$ cat src/rtl/instr_fetch_unit.sv
// Program-side fetch responder: PC, IR and instruction memory, with a boot loader
// that holds the controller in reset until a program has been streamed in.
module instr_fetch_unit #(
    parameter int PC_W    = 7,
    parameter int INSTR_W = 16
) (
    input  logic               Clock,
    input  logic               ResetN,
    input  logic               PC_clr,
    input  logic               IR_ld,
    input  logic               PC_up,
    input  logic               Reload,
    input  logic               Ld_valid,
    input  logic [INSTR_W-1:0] Ld_data,
    input  logic               Ld_last,
    output logic               Ld_ready,
    output logic               Core_ResetN,
    output logic [INSTR_W-1:0] IR,
    output logic [PC_W-1:0]    PC,
    output logic [PC_W:0]      Ld_count
);
    localparam int            DEPTH   = 1 << PC_W;
    localparam logic [PC_W:0] CNT_MAX = (PC_W+1)'(DEPTH);

    typedef enum logic {S_LOAD = 1'b0, S_RUN = 1'b1} state_t;

    state_t              state, state_nxt;
    logic [PC_W-1:0]     pc_q, pc_nxt, wr_ptr;
    logic [PC_W:0]       ld_cnt;
    logic [INSTR_W-1:0]  ir_q, rd_q;
    logic                core_rst_n_q;
    logic                we;
    logic [INSTR_W-1:0]  mem [DEPTH];

    assign Ld_ready    = (state == S_LOAD);
    assign Core_ResetN = core_rst_n_q;
    assign IR          = ir_q;
    assign PC          = pc_q;
    assign Ld_count    = ld_cnt;

    // A word arriving together with Reload is dropped: the load restarts from 0.
    assign we = Ld_valid & Ld_ready & ~Reload;

    always_comb begin
        state_nxt = state;
        if (Reload)
            state_nxt = S_LOAD;
        else if (we && Ld_last)
            state_nxt = S_RUN;
    end

    always_comb begin
        pc_nxt = pc_q;
        if (Reload || state == S_LOAD)
            pc_nxt = '0;
        else if (PC_clr)
            pc_nxt = '0;
        else if (PC_up)
            pc_nxt = pc_q + 1'b1;
    end

    always_ff @(posedge Clock or negedge ResetN) begin
        if (!ResetN) begin
            state        <= S_LOAD;
            pc_q         <= '0;
            ir_q         <= '0;
            wr_ptr       <= '0;
            ld_cnt       <= '0;
            core_rst_n_q <= 1'b0;
        end else begin
            state        <= state_nxt;
            pc_q         <= pc_nxt;
            core_rst_n_q <= (state_nxt == S_RUN);
            if (state == S_RUN && IR_ld && !Reload)
                ir_q <= rd_q;
            if (Reload) begin
                wr_ptr <= '0;
                ld_cnt <= '0;
            end else if (we) begin
                wr_ptr <= wr_ptr + 1'b1;
                if (ld_cnt != CNT_MAX)
                    ld_cnt <= ld_cnt + 1'b1;
            end
        end
    end

    // Read is addressed by pc_nxt so rd_q tracks mem[PC]; same-address writes bypass.
    always_ff @(posedge Clock) begin
        if (we)
            mem[wr_ptr] <= Ld_data;
        if (we && wr_ptr == pc_nxt)
            rd_q <= Ld_data;
        else
            rd_q <= mem[pc_nxt];
    end
endmodule

$ cat config.mk
export PLATFORM = sky130hd
export DESIGN_NAME = instr_fetch_unit
export DESIGN_NICKNAME = d
export VERILOG_FILES = /design/src/rtl/instr_fetch_unit.sv
export SDC_FILE = /design/constraint.sdc
export NUM_CORES = 2
export LEC_CHECK = 0
export CAP_MARGIN = 25
export CORE_AREA = 2 2 357 359
export CTS_CLUSTER_SIZE = 28
export DETAILED_ROUTE_END_ITERATION = 10
export DIE_AREA = 0 0 359 361
export HOLD_SLACK_MARGIN = 0.03
export PLACE_DENSITY_LB_ADDON = 0.12
export SYNTH_ARGS = -nofsm -noshare
export SYNTH_HDL_FRONTEND = slang
export SYNTH_SLANG_ARGS = --single-unit
$ cat constraint.sdc
create_clock -name Clock -period 5.5 [get_ports Clock]
set_clock_uncertainty 0.2 [all_clocks]
set_input_delay 1.1 -clock Clock [delete_from_list [all_inputs] [get_ports Clock]]
set_output_delay 1.1 -clock Clock [all_outputs]
set_load 0.02 [all_outputs]
==> After elaboration in Yosys (flattened, before gate mapping) <==
Memory sizes are Yosys's and may differ from the RTL's. A register that Yosys moved wholly into a read port is not among the register bits.
Cells that the tools add are included.
{ "op_classes": {"addsub": 3, "n_eq_ne": 1, "n_mux": 12, "bitwise": 4, "n_reduce_logical": 9} }
{ "ops": {"columns": ["cell", "count"], "rows": [
  ["two-way mux 7 bit", 5],
  ["two-way mux 8 bit", 3],
  ["adder 7 x 1 -> 7 bit (second input constant)", 2],
  ["adder 8 x 1 -> 8 bit (second input constant)", 1],
  ["inequality test 8 bit (second input constant)", 1],
  ["nonzero test 2 bit", 3],
  ["two-way mux 1 bit", 4],
  ["logical AND 1 bit", 3],
  ["AND 1 bit", 2],
  ["inverter 1 bit", 2],
  ["AND reduction 2 bit", 1],
  ["logical NOT 1 bit", 1],
  ["logical OR 1 bit", 1]
]} }
{ "word_totals": {"regBits": 39, "ramBits": 2048, "input_bits": 24, "out_inout_bits": 33, "elab_cells": 35, "memories": 1} }
{ "mem_list": {"columns": ["name", "depth", "width", "rd", "rd_ports_with_merged_regs", "wr", "line_no", "source"], "rows": [
  ["mem", 128, 16, 1, 1, 1, "33", "logic [INSTR_W-1:0] mem [DEPTH];"]
]} }

==> Logic depth before layout (Yosys ltp) <==
{ "logic_depth": {"depth_word": 6, "ltp_mapped": 12, "mapped_depth_nobuf": 7} }

==> Worst setup path after synthesis <==
Ideal clock, no wire load.
{ "synth_timing": {"path_kind": "input to register", "from": "input Reload", "to": "memory mem[80][0], enable pin", "t_arrival_ns": 3.480, "t_required_ns": 4.870, "setup_slack_ns": 1.390, "cell_stages": 6, "path_buffers": 2, "path_cell_list": "clkbuf_1 > clkbuf_1 > nor2_1 > and2_1 > nand2_1 > nor4_1"} }
{ "synth_between": {"elab_chain_cells": 4} }
{ "synth_rtl": {"columns": ["item", "line_no", "source"], "rows": [
  ["start: declaration", "12", "input logic Reload,"],
  ["inverter 1 bit", "42", "assign we = Ld_valid & Ld_ready & ~Reload;"],
  ["AND 1 bit", "42", null],
  ["two-way mux 1 bit", "89", "if (we)"],
  ["two-way mux 1 bit (implied by the code)", "90", "mem[wr_ptr] <= Ld_data;"],
  ["end: declaration", "33", null]
]} }
Every way passes these cells.

==> impl_results.md <==
* Fmax at roughly 230 MHz
* Root Buffer: clkbuf_16
* Crit start category: register
* Peak fanout along the critical path at 49
* Mapped Area at 81200 µm²
* Synth top area share at 75.8%
* CP delay by family, top: compound AO/OA/AOI/OAI gates
* Worst skew pair latency at 0.84 ns
* Reg power frac at 55.3%
* Power after layout at 31.9 mW
* Commonest cells in the netlist: 2048 x edfxtp_1, 441 x mux4_2, 184 x mux2i_1, 183 x nor2_1, 131 x nand2_1
* Slew headroom at a little under a quarter
* Worst slew pin tran at 1.13 ns
* Top post-synthesis cells by area: edfxtp_1 76%, mux4_2 12%, mux2i_1 2.3%, dfrtp_1 1.2%, nor2_1 0.85%
* Slew Limit Fails at 0
* Sw Pwr at about 6.4 mW
* Post-synth EDFFs at 2048
* Worst hold path class: reg2reg
* Via total after detailed routing at 41500
* Syn Area/Cell at approximately 21 µm²
* Netlist cell types at 67
* Antenna Nets Post-Route at 0
* CTS tree: yes
* Crit path to: IR[1]
* WL final at 209000 µm
* Htree depth at 4
* Die width at 359 µm
* Largest net degree at the start of global routing at 129
* Cell Pwr Density at about 350 nW/µm²
* Gr usage total at 32.8%
* Worst-path clk slew at roughly 0.060 ns
* Initial DRC count at 6935
* Core Box Area at roughly 130000 µm²
* Switching share of total power at about a fifth
* Hold Vio Cnt, Final at 0
* Crit path DAT at 4.76 ns
* Most frequent cell after synthesis: edfxtp_1
* Seq/Total Area, Yosys at 77.1%
* Initial antenna violation count at 8
* Worst-path cell chain: buf_12 > buf_12 > mux4_2 > nor2b_1 > a2111oi_0 > a2111oi_0 > dlymetal6s2s_1 > a22oi_1 > o21ai_0
* Reg2Reg Capture Point: IR[1]
* CP max-delay cell: a2111oi_0
* CP endpoint kind: register
* Vias in the first global route at slightly above 40000
* Mapped Nets at roughly 3900
* Mean number of vias per cell at 6.99
* Crit path depth at 9
* Maximum VDD drop at around 0.36 mV
* Critical setup path kind: reg2reg
* Residual DRC at 0
* IO Count at 57
* Clock power frac at 42.5%
* Lkg Pwr at about 28 nW
* Synth Flop Type: edfxtp_1
* Final net count at 4137
* Setup TNS at 0 ns
* Status: completed
* DIE AREA at between 100000 and 150000 µm²
* Share of flip-flops with an asynchronous set or reset at 1.86%
* PortBufs at 56
* Setup violations, final at 0
* Post-Synthesis Cells at around 3800
* Synthesis-stage register bit count at around 2100
* Reg2reg setup slack at 1.22 ns
* Initial Util at 64.7%
* Drt first pass iters at 8
* Filler cells at 7114
* Critical path required time at 5.98 ns
* Clock Sinks at 2094
* Die H at 361 µm
* First-pass GRT wire length at between 200000 and 300000 µm
* Pre-CTS setup slack at between 0.8 and 0.9 ns
* Num rows at 130
* Warnings from Yosys at 0
* Cell Int Power at about 26 mW
* Final Cycle Share at 77.8%
* Wire length per cell at 35.2 µm
* Cell accounting for the most synthesized area: edfxtp_1
* Max clock buf depth at 3
* Final core occ at 72.6%
* Fin crit period at 4.28 ns
* Max-Cap Viols at 0
* Total gr overflow at 0
* Comb power frac at 2.2%
* CTS Buf Count at 198
* Cells on worst reg2reg path at 9
* Unrepaired setup endpoints after global routing: false
* Gpl congestion at 0.972
* Layout cell share with drive strength beyond 1 at 24.6%
* Post-DP HPWL at 129000 µm
* Max incr delay on CP at 0.88 ns
* Crit path buffers/inverters at 3
* Syn-to-layout area delta at 12.1%
* Final WS setup at roughly 1.2 ns
[through the flow]
step / hold WS, ns / instances / instance area, µm²
after floorplan: 0.352 / 3824 / 81200
after global placement: 0.304 / 5548 / 84300
after detailed placement: 0.321 / 5549 / 84300
after CTS: 0.227 / 5922 / 90800
final: 0.349 / 5934 / 91000
after global routing: 0.385 / 5932 / 91000
[cell usage in the layout (no fill, tap or decap), drive strengths merged, types with 31 or more instances in the layout]
cell,netlist,routed
o221ai,37,37
mux4,450,450
o21ai,54,54
o22ai,87,87
mux2,31,31
nand2,132,132
clkdlybuf4s50,0,39
mux2i,184,184
nor2,183,183
clkbuf,82,256
a21oi,51,51
edfxtp,2048,2048
buf,136,259
dfrtp,39,39
clkinv,0,87
[per-layer routing]
layer  track usage (%)  vias up  share of wire [%]
met5                 0        -              0.047
met4              11.1       14                3.2
met3              7.22      340                 12
met2              48.1     2897                 46
met1              50.1    21600                 39
li1                  -    16600                  -
[sequential cells by signal, summed over array words and instances (netlist names), named ones only]
| signal | count |
|---|---|
| mem | 2048 |
| PC | 7 |
| IR | 16 |
| Ld_count | 8 |
| wr_ptr | 7 |
| Core_ResetN | 1 |
[timing repair]
item	4_1_cts	5_1_grt
gates resized for setup	0	0
hold buffers	0	1
setup buffers	0	0
setup endpoints to repair	0	0
endpoints found under the hold margin	0	14
[power groups by stage]
stage / logic (mW) / registers [mW] / clock network, mW
3_3_place_gp: 0.651 / 18.0 / 0
2_1_floorplan: 0.186 / 17.9 / 0
5_1_grt: 0.731 / 17.6 / 14.3
6_report: 0.700 / 17.6 / 13.6
3_5_place_dp: 0.679 / 18.0 / 0
4_1_cts: 0.680 / 17.6 / 13.7
[worst min-delay path by stage]
stage / cells past startpoint / endpoint / slack, ns / start
4_1_cts: 1 / PC[4] / 0.23 / ResetN
3_3_place_gp: 2 / IR[6] / 0.30 / IR[6]
2_1_floorplan: 2 / wr_ptr[4] / 0.35 / wr_ptr[4]
3_5_place_dp: 2 / IR[6] / 0.32 / IR[6]
6_report: 2 / IR[6] / 0.35 / IR[6]
5_1_grt: 2 / IR[6] / 0.39 / IR[6]
[layout make-up]
type	instances	area (µm²)	area share [%]
antenna	2	5.00	0.00550
inverter	6	23.8	0.0261
timing repair buffer	303	2670	2.94
clock buffer	253	5370	5.90
sequential	2094	62600	68.8
clock inverter	120	1110	1.23
multi-input combinational	1506	17100	18.8
tap	1650	2060	2.27
[cell families after synthesis]
kind of cell             synth area share, %
AO/OA/AOI/OAI                           3.09
XOR/XNOR                               0.129
adder cells (fa/ha/maj)               0.0617
buffers and inverters                   1.81
flip-flops                              77.1
multiplexers                            15.2
AND/OR/NAND/NOR                         2.55
[worst min-delay path: cells and delay by family, from the launching register on]
family	cells	cell delay (ns)
simple gates	1	0.06
compound gates	1	0.08
flops	1	0.37
Note: power is estimated with default switching activity, not from simulation.
